$ cat src/rtl/arp_pkg.sv
// Shared types and constants for the arpeggio tone generator.
package arp_pkg;

  typedef enum logic [1:0] {
    MODE_HOLD   = 2'd0,
    MODE_UP     = 2'd1,
    MODE_DOWN   = 2'd2,
    MODE_UPDOWN = 2'd3
  } arp_mode_e;

  localparam int RATIO_W = 9;

  // Divider scale per note in Q8: 256/ratio for ratios 1, 1.25, 1.5, 2, ...
  localparam logic [RATIO_W-1:0] RATIO_Q8 [0:7] = '{
    9'd256, 9'd205, 9'd171, 9'd128, 9'd102, 9'd85, 9'd64, 9'd51
  };

  function automatic logic [RATIO_W-1:0] ratio_q8(input logic [2:0] idx);
    return RATIO_Q8[idx];
  endfunction

endpackage

$ cat src/rtl/arp_note_seq.sv
// Arpeggio note sequencer: button edge detect, enable toggle, note timer and
// HOLD/UP/DOWN/UPDOWN note ordering.
//
// mode        | meaning
// MODE_HOLD   | note parked at 0, timer idle
// MODE_UP     | 0,1,..,N-1,0,..
// MODE_DOWN   | N-1,..,0,N-1,..
// MODE_UPDOWN | bounce between 0 and N-1, endpoints played once (dir 1 = up)
module arp_note_seq
  import arp_pkg::*;
#(
  parameter int NUM_NOTES  = 4,
  parameter int NOTE_TICKS = 50_000_000
) (
  input  logic       clk,
  input  logic       rst,
  input  logic       arp_btn,
  input  logic [1:0] mode,
  output logic [2:0] note,
  output logic       arp_en
);

  localparam int TMR_W = (NOTE_TICKS > 1) ? $clog2(NOTE_TICKS) : 1;
  localparam logic [TMR_W-1:0] TMR_LAST  = TMR_W'(NOTE_TICKS - 1);
  localparam logic [2:0]       NOTE_LAST = 3'(NUM_NOTES - 1);
  localparam logic [2:0]       NOTE_PEN  = 3'(NUM_NOTES - 2);

  arp_mode_e mode_e;

  logic             btn_prev_q, btn_prev_d;
  logic             arp_en_q, arp_en_d;
  logic [1:0]       mode_prev_q, mode_prev_d;
  logic [TMR_W-1:0] note_tmr_q, note_tmr_d;
  logic [2:0]       note_q, note_d;
  logic             dir_q, dir_d;
  logic             rise;
  logic             restart;

  assign mode_e = arp_mode_e'(mode);
  assign note   = note_q;
  assign arp_en = arp_en_q;

  // Sequencer state registers with synchronous reset.
  always_ff @(posedge clk) begin
    if (rst) begin
      btn_prev_q  <= 1'b0;
      arp_en_q    <= 1'b0;
      mode_prev_q <= 2'd0;
      note_tmr_q  <= '0;
      note_q      <= 3'd0;
      dir_q       <= 1'b0;
    end else begin
      btn_prev_q  <= btn_prev_d;
      arp_en_q    <= arp_en_d;
      mode_prev_q <= mode_prev_d;
      note_tmr_q  <= note_tmr_d;
      note_q      <= note_d;
      dir_q       <= dir_d;
    end
  end

  // Next-state: idle when off or HOLD, restart beats a timer wrap, else advance.
  always_comb begin
    rise        = arp_btn & ~btn_prev_q;
    btn_prev_d  = arp_btn;
    arp_en_d    = arp_en_q ^ rise;
    mode_prev_d = mode;
    restart     = rise | (mode != mode_prev_q);
    note_tmr_d  = note_tmr_q;
    note_d      = note_q;
    dir_d       = dir_q;

    if (!arp_en_d || mode_e == MODE_HOLD) begin
      note_tmr_d = '0;
      note_d     = 3'd0;
    end else if (restart) begin
      note_tmr_d = '0;
      dir_d      = 1'b1;
      note_d     = (mode_e == MODE_DOWN) ? NOTE_LAST : 3'd0;
    end else if (note_tmr_q == TMR_LAST) begin
      note_tmr_d = '0;
      case (mode_e)
        MODE_UP:   note_d = (note_q == NOTE_LAST) ? 3'd0 : note_q + 3'd1;
        MODE_DOWN: note_d = (note_q == 3'd0) ? NOTE_LAST : note_q - 3'd1;
        MODE_UPDOWN: begin
          if (dir_q) begin
            if (note_q == NOTE_LAST) begin
              note_d = NOTE_PEN;
              dir_d  = 1'b0;
            end else begin
              note_d = note_q + 3'd1;
            end
          end else begin
            if (note_q == 3'd0) begin
              note_d = 3'd1;
              dir_d  = 1'b1;
            end else begin
              note_d = note_q - 3'd1;
            end
          end
        end
        default: note_d = 3'd0;
      endcase
    end else begin
      note_tmr_d = note_tmr_q + TMR_W'(1);
    end
  end

endmodule

$ cat src/rtl/arp_tone_gen.sv
// Arpeggio tone generator: note-scaled phase stepping, quarter-sine fold onto
// the BRAM address and full-wave offset-binary sample reconstruction.
module arp_tone_gen
  import arp_pkg::*;
#(
  parameter int NUM_NOTES  = 4,
  parameter int NOTE_TICKS = 50_000_000,
  parameter int DIV_W      = 13,
  parameter int ADDR_W     = 8,
  parameter int DATA_W     = 10
) (
  input  logic              CLK100MHZ,
  input  logic              RST,
  input  logic [DIV_W-1:0]  base_div,
  input  logic [1:0]        mode,
  input  logic              arp_btn,
  output logic [ADDR_W-1:0] lut_addr,
  input  logic [DATA_W-1:0] lut_data,
  output logic [DATA_W:0]   sample,
  output logic [2:0]        note,
  output logic              arp_en
);

  localparam int PROD_W = DIV_W + RATIO_W;
  localparam int PH_W   = ADDR_W + 2;
  localparam logic [DATA_W:0] MID = {1'b1, {DATA_W{1'b0}}};

  logic [PROD_W-1:0] prod;
  logic [DIV_W-1:0]  scaled;
  logic [DIV_W-1:0]  note_div_q, note_div_d;
  logic [DIV_W-1:0]  div_cnt_q, div_cnt_d;
  logic [PH_W-1:0]   phase_q, phase_d;
  logic [ADDR_W-1:0] lut_addr_q, lut_addr_d;
  logic              neg_a_q, neg_a_d;
  logic              neg_d_q, neg_d_d;
  logic [DATA_W:0]   sample_q, sample_d;

  arp_note_seq #(
    .NUM_NOTES (NUM_NOTES),
    .NOTE_TICKS(NOTE_TICKS)
  ) u_seq (
    .clk    (CLK100MHZ),
    .rst    (RST),
    .arp_btn(arp_btn),
    .mode   (mode),
    .note   (note),
    .arp_en (arp_en)
  );

  assign lut_addr = lut_addr_q;
  assign sample   = sample_q;

  // Divider, phase and sample pipeline registers; sample idles at midscale.
  always_ff @(posedge CLK100MHZ) begin
    if (RST) begin
      note_div_q <= '0;
      div_cnt_q  <= '0;
      phase_q    <= '0;
      lut_addr_q <= '0;
      neg_a_q    <= 1'b0;
      neg_d_q    <= 1'b0;
      sample_q   <= MID;
    end else begin
      note_div_q <= note_div_d;
      div_cnt_q  <= div_cnt_d;
      phase_q    <= phase_d;
      lut_addr_q <= lut_addr_d;
      neg_a_q    <= neg_a_d;
      neg_d_q    <= neg_d_d;
      sample_q   <= sample_d;
    end
  end

  // Note-scaled divider, phase stepping, quadrant fold and sample rebuild.
  always_comb begin
    prod       = PROD_W'(base_div) * PROD_W'(ratio_q8(note));
    scaled     = DIV_W'(prod >> 8);
    note_div_d = (scaled < DIV_W'(2)) ? DIV_W'(2) : scaled;

    // >= rather than == so a note_div that just shrank below div_cnt still steps.
    if (div_cnt_q >= note_div_q - DIV_W'(1)) begin
      div_cnt_d = '0;
      phase_d   = phase_q + PH_W'(1);
    end else begin
      div_cnt_d = div_cnt_q + DIV_W'(1);
      phase_d   = phase_q;
    end

    lut_addr_d = phase_q[ADDR_W] ? ~phase_q[ADDR_W-1:0] : phase_q[ADDR_W-1:0];
    // neg_a lines up with lut_addr_q, neg_d with the BRAM data one clock later.
    neg_a_d    = phase_q[ADDR_W+1];
    neg_d_d    = neg_a_q;
    sample_d   = neg_d_q ? (MID - (DATA_W+1)'(1) - {1'b0, lut_data})
                         : (MID + {1'b0, lut_data});
  end

endmodule

$ cat config.mk
export PLATFORM = sky130hd
export DESIGN_NAME = arp_tone_gen
export DESIGN_NICKNAME = d
export VERILOG_FILES = /design/src/rtl/arp_pkg.sv /design/src/rtl/arp_note_seq.sv /design/src/rtl/arp_tone_gen.sv
export SDC_FILE = /design/constraint.sdc
export NUM_CORES = 1
export LEC_CHECK = 0
export CAP_MARGIN = 30
export CORE_MARGIN = 1
export CORE_UTILIZATION = 55
export CTS_CLUSTER_DIAMETER = 60
export CTS_CLUSTER_SIZE = 10
export DETAILED_ROUTE_END_ITERATION = 7
export PLACE_DENSITY = 0.76
export SYNTH_ARGS = -nofsm -noshare
export SYNTH_HDL_FRONTEND = slang
export SYNTH_SLANG_ARGS = --single-unit
$ cat constraint.sdc
create_clock -name CLK100MHZ -period 7.8 [get_ports CLK100MHZ]
set_input_delay 1.56 -clock CLK100MHZ [delete_from_list [all_inputs] [get_ports CLK100MHZ]]
set_output_delay 1.56 -clock CLK100MHZ [all_outputs]
set_load 0.02 [all_outputs]
; After elaboration in Yosys (flattened, before gate mapping)
; Memory sizes are Yosys's and may differ from the RTL's.
; Index checks and enable logic that the tools add are counted.
[word_totals]
regBits = 91
romBits = 72
output_inout_bits = 23
n_memories = 1
[classes]
add_sub_neg = 8
mul = 1
magnitude_cmp = 3
eq_ne = 6
muxes = 20
bitwise_logic = 7
n_reduce_logical = 11
[memory_table]
columns = name, words, width, read_ports, rd_clocked_by_memory_dff, write_ports, line_no
row1 = (no name shown), 8, 9, 1, 0, 0, arp_pkg.sv:19  ; return RATIO_Q8[idx];
[op_table]
columns = cell, n
row1 = $add 26x1->26 const B, 1
row2 = $eq 26x26->1 const B, 1
row3 = $mul 13x9->21, 1
row4 = $mux 3, 7
row5 = $mux 9, 2
row6 = $add 13x1->13 const B, 1
row7 = $ge 13x13->1, 1
row8 = $lt 13x2->1 const B, 1
row9 = $sub 13x1->13 const B, 1
row10 = $add 11x10->11 const A, 1
row11 = $mux 11, 1
row12 = $sub 10x10->11 const A, 1
row13 = $add 10x1->10 const B, 1
row14 = $pmux 3 s3, 1
row15 = $mux 8, 1
row16 = $not 8->8, 1
row17 = $mux 1, 6
row18 = $reduce_or 2->1, 3
row19 = $eq 2x2->1 const B, 2
row20 = $ge 4x4->1 const B, 1
row21 = $mux 2, 2
row22 = $not 3->4, 1
row23 = $reduce_bool 2->1, 2
row24 = $reduce_or 4->1, 1
row25 = other kinds (14), 15

; Depth between registers and ports, before layout
[depth]
word_depth = 7
mapped_depth = 25
depth_no_buf = 24

; Modules after synthesis
; A second synthesis with hierarchy kept.
[hier_totals]
hier_cells = 863
hier_area_um2 = 7816.2
[by_module_without_submodules]
columns = module, instances, cells_each, area_per_inst_um2, seq_area_each_um2
row1 = arp_tone_gen, 1, 655, 6012.0, 1141.1
row2 = arp_note_seq, 1, 208, 1804.2, 680.7

; Least setup slack after synthesis
; No wires, ideal clock.
[synth_path]
path_type = input to register
startpoint = input base_div[11]
endpoint = register note_div_q[0]
arrival_time_ps = 5943
path_slack_ps = 1725
path_stages = 19
path_buffers = 1
cell_sequence = and3_1 or2_2 fa_1 inv_1 fa_1 fa_1 fa_1 inv_1 ha_1 buf_2 nand4_1 nor2_1 a2111oi_2 nand2_1 a31oi_1 xor2_1 o2111ai_1 nor3_2 a211oi_1
[synth_between]
elab_chain_len = 3
[synth_rtl]
columns = item, line_no
row1 = from (decl), arp_tone_gen.sv:14  ; input logic [DIV_W-1:0] base_div,
row2 = $mul 13x9->21, arp_tone_gen.sv:76  ; prod = PROD_W'(base_div) * PROD_W'(ratio_q8(note));
row3 = $lt 13x2->1, arp_tone_gen.sv:78  ; note_div_d = (scaled < DIV_W'(2)) ? DIV_W'(2) : scaled;
row4 = $reduce_or 2->1 (no source line), n/a
row5 = to (signal assigned), arp_tone_gen.sv:64  ; note_div_q <= note_div_d;
row6 = to (decl), arp_tone_gen.sv:30  ; logic [DIV_W-1:0] note_div_q, note_div_d;
; Every way passes these cells.
; A chain may end at the register's enable or synchronous reset.

; Worst setup path in the final report
[layout_path]
startpoint = register u_seq.note_q[0] (netlist: u_seq.note[0])
endpoint = register note_div_q[0]
[layout_between]
elab_chain_len = 7
[layout_rtl]
columns = item, line_no
row1 = from (decl), arp_note_seq.sv:34  ; logic [2:0] note_q, note_d;
row2 = from (signal assigned), arp_note_seq.sv:57  ; note_q <= note_d;
row3 = $not 3->4 (implied by the code) *, arp_pkg.sv:19
row4 = $mem_v2 8x9 *, n/a
row5 = $mux 9 (implied by the code) * (2 in a row), arp_pkg.sv:19
row6 = $mul 13x9->21 *, arp_tone_gen.sv:76
row7 = $lt 13x2->1, arp_tone_gen.sv:78
row8 = $reduce_or 2->1 (no source line), n/a
; Mark *: on every way between the ends. The rest lies on a longest branch, timed or not. The select of a mux whose other input is x is not followed.

==> impl_metrics.py <==
metrics = {
    "finish": {
        "finish.instance_area_um2": 8590,
        "final_layout_size_suffix_gt1_share_pct": 4.19,
        "fin_nets": 1065,
        "syn_to_final_growth_pct": 12.2,
        "count_of_non_filler_cells_in_the_finished_layout": 1082,
        "final_util_pct": 64.1,
        "mostFrequentLayoutCell": "sky130_fd_sc_hd__nor2_1",
        "top_library_cells_by_usage_in_the_layout_fill_and_taps_aside": "sky130_fd_sc_hd__nor2_1 (105), sky130_fd_sc_hd__inv_1 (100), sky130_fd_sc_hd__dfxtp_1 (91)",
        "n_antenna_cell": 0,
    },
    "global_routing": {
        "grt_pass1_vias": 5592,
        "grt_usage_pct": 22.2,
        "gr-max-usage-layer": "met2",
        "use_met3_pct": 3.23,
        "grt_overflow": 0,
        "grt_first_pass_wirelength_um": 25800,
        "grt_use_met1_pct": 30.6,
        "maximum_number_of_pins_on_one_net_before_global_route_repair": 56,
        "antenna_found_initial": 0,
        "groute.layer.met2.usage_pct": 36.6,
    },
    "pwr": {
        "static-leakage-power_nw": 3.83,
        "cellPowerDensity_nw_per_um2": 173,
        "ir_drop_mv": 0.101,
        "total_power_mw": 1.49,
    },
    "worst_setup_path": {
        "crit_slowest_cell": "sky130_fd_sc_hd__a21oi_1",
        "worstRegToRegCells": 21,
        "worst-endpoint-required_ns": 8.00,
        "r2r-start": "u_seq.note[0]",
        "crit_family": "adder cells",
        "critical_path_cell_sequence": "inv_1 > ha_1 > a21oi_1 > nand2_1 > fa_1 > inv_1 > fa_1 > fa_1 > inv_1 > fa_1 > inv_1 > ha_1 > a21oi_2 > nor2_1 > a2111oi_2 > nand2_1 > a31oi_1 > xor2_1 > o2111ai_1 > nor3_2 > a211oi_1",
        "cpPeakStageDelay_ns": 0.84,
        "reg2reg_setup_slack_ns": 0.62,
        "timing.setup.critical_path_class": "register to register",
        "timing.critical_path.to_type": "register",
        "timing.critical_path.buf_inv": 4,
        "critical_path.max_fanout": 18,
        "rr_endpoint": "note_div_q[0]",
        "critical_path.startpoint_type": "register",
        "arrival_ns": 7.37,
    },
    "timing": {
        "achievable-frequency_mhz": 139,
        "tightestPinTransition_ns": 1.01,
        "finalSetupViolations": 0,
        "hold_viol": 0,
        "skew_ns": 0.00810,
        "final.hold.worst_slack_ns": 0.439,
        "timing.slew.headroom_pct": 32.4,
        "setup_total_negative_slack_ns": 0,
        "grt_setup_unrepaired": "false",
        "period_minus_slack_ns": 7.18,
        "timing.final.crit_share_pct": 92.0,
        "timing.final.max_slew_violations": 0,
        "timing.final.ws_setup_ns": 0.624,
    },
    "yosys": {
        "ys_seq_area_share_pct": 23.8,
        "syn-num-nets": 1029,
        "synth_largest_type_area_fraction_pct": 23.8,
        "synth-seq-cells": 91,
        "syn_area_per_cell_um2": 8.86,
        "main_flop_type_after_synthesis": "sky130_fd_sc_hd__dfxtp_1",
        "async_reset_ff_share_pct": 0,
        "synth_top_area_cell": "sky130_fd_sc_hd__dfxtp_1",
        "netlist_instances": 865,
        "yosys_warnings": 0,
        "synth-edff-count": 0,
        "mappedNetlistArea_um2": 7660,
        "largest_cells_by_area_after_synthesis": "sky130_fd_sc_hd__dfxtp_1 (24%), sky130_fd_sc_hd__fa_1 (20%), sky130_fd_sc_hd__ha_1 (9.8%)",
        "synth.distinct_cells": 63,
    },
    "placed_design": {
        "preCtsSetupSlack_ns": 0.664,
        "hpwl_um": 12000,
        "post_dp_cell_area_um2": 8280,
        "dpl.cell_count": 1066,
        "replace_congestion": 0.908,
        "number_of_buffers_added_on_ports": 50,
    },
    "job": {
        "max_cap_violations": 0,
    },
    "die": {
        "floorplan.die_area_um2": 14400,
        "std_cell_rows": 42,
        "initial_utilization_pct": 57.2,
        "core_region_area_um2": 13400,
        "dieHeight_um": 120,
        "floorplan.die.width_um": 120,
        "io-pin-count": 51,
    },
    "worst_hold_path": {
        "timing.hold.worst_path_depth": 1,
        "hold_class": "register to register",
        "hold-path-endpoint": "neg_d_q",
        "hold_start": "neg_a_q",
    },
    "clock_network": {
        "clock_tree.root_cell": "sky130_fd_sc_hd__clkbuf_16",
        "clock_tree.htree_level_count": 3,
        "cts_buffer_depth": 2,
        "postCtsSetupBuffers": 0,
        "clk-insertion-delay-late_ns": 0.34,
        "cts_resized": 0,
        "tritoncts": "built",
        "cts_inserted_buffers": 9,
        "cts_sink_count": 91,
        "cts.hold.buffers_added": 0,
        "clk_transition_reported_paths_ns": 0.07,
    },
    "routing": {
        "num_vias": 5711,
        "detail-route-antenna-nets": 0,
        "detailedRoute.firstPassIterationCount": 4,
        "drt-vias-per-instance": 5.28,
        "drt-wirelength-per-cell_um": 13.9,
        "drt_iter0_markers": 332,
        "wl_um": 15000,
        "drc_violation_count_after_routing": 0,
    },
    "status": {
        "status": "finished, final reports clean",
    },
}
==> state kept, by name, indices dropped and copies added (netlist names) <==
register,cells
u_seq.btn_prev_q,1
neg_d_q,1
div_cnt_q,13
u_seq.dir_q,1
u_seq.mode_prev_q,2
u_seq.note,3
sample,11
u_seq.arp_en,1
u_seq.note_tmr_q,26
phase_q,10
lut_addr,8
neg_a_q,1
note_div_q,13
==> power breakdown <==
group / leakage (nW) / switching, mW / internal [mW]
clock network: 0.146 / 0.182 / 0.260
logic: 2.95 / 0.307 / 0.226
registers: 0.741 / 0.0228 / 0.493
total: 3.83 / 0.512 / 0.978
==> cells by family after synthesis <==
logic type                 after synthesis  share of synthesized area, %
xor gates and xnor gates                85                          9.72
DFF                                     91                          23.8
AOI/OAI and AO/OA                       85                          7.72
muxes                                    8                          1.14
adders and majority gates              136                          29.7
buffers and inverters                  128                          6.42
and+or+nand+nor                        332                          21.6
==> metal layers <==
layer	vias to the layer above	part of all wire, %
li1	2871	-
met2	129	47
met4	0	0.93
met5	-	0
met1	2700	48
met3	11	3.7
==> synthesized netlist by cell type (all sizes together) (2+ instances only) <==
| cell | instances |
|---|---|
| a211oi | 7 |
| a21oi | 23 |
| a31oi | 2 |
| and2 | 47 |
| and3 | 25 |
| and4 | 3 |
| buf | 5 |
| clkbuf | 23 |
| dfxtp | 91 |
| fa | 76 |
| ha | 60 |
| inv | 100 |
| mux2 | 6 |
| mux2i | 2 |
| nand2 | 64 |
| nand2b | 3 |
| nand3 | 28 |
| nand3b | 2 |
| nand4 | 15 |
| nor2 | 105 |
| nor2b | 16 |
| nor3 | 10 |
| nor3b | 2 |
| nor4 | 3 |
| o2111ai | 2 |
| o211ai | 4 |
| o21a | 7 |
| o21ai | 23 |
| o31ai | 2 |
| or2 | 3 |
| or3 | 2 |
| xnor2 | 54 |
| xor2 | 31 |
==> area by class of cell <==
type	count	area, µm²
Multi-Input combinational cell	646	5350
Fill cell	1117	4810
Sequential cell	91	1820
Timing Repair Buffer	53	518
Inverter	100	375
Clock buffer	10	239
Tap cell	176	220
Clock inverter	6	71.3
==> worst max path at each step <==
stage	start	end	slack, ns	cells past startpoint
floorplan	base_div[11]	note_div_q[0]	1.73	19
CTS	u_seq.note[0]	note_div_q[0]	0.67	21
global route	u_seq.note[0]	note_div_q[0]	0.11	21
detailed placement	u_seq.note[0]	note_div_q[0]	0.66	21
global placement	u_seq.note[0]	note_div_q[0]	0.93	20
finish	u_seq.note[0]	note_div_q[0]	0.62	21
Power figures use the tool's default switching activity.
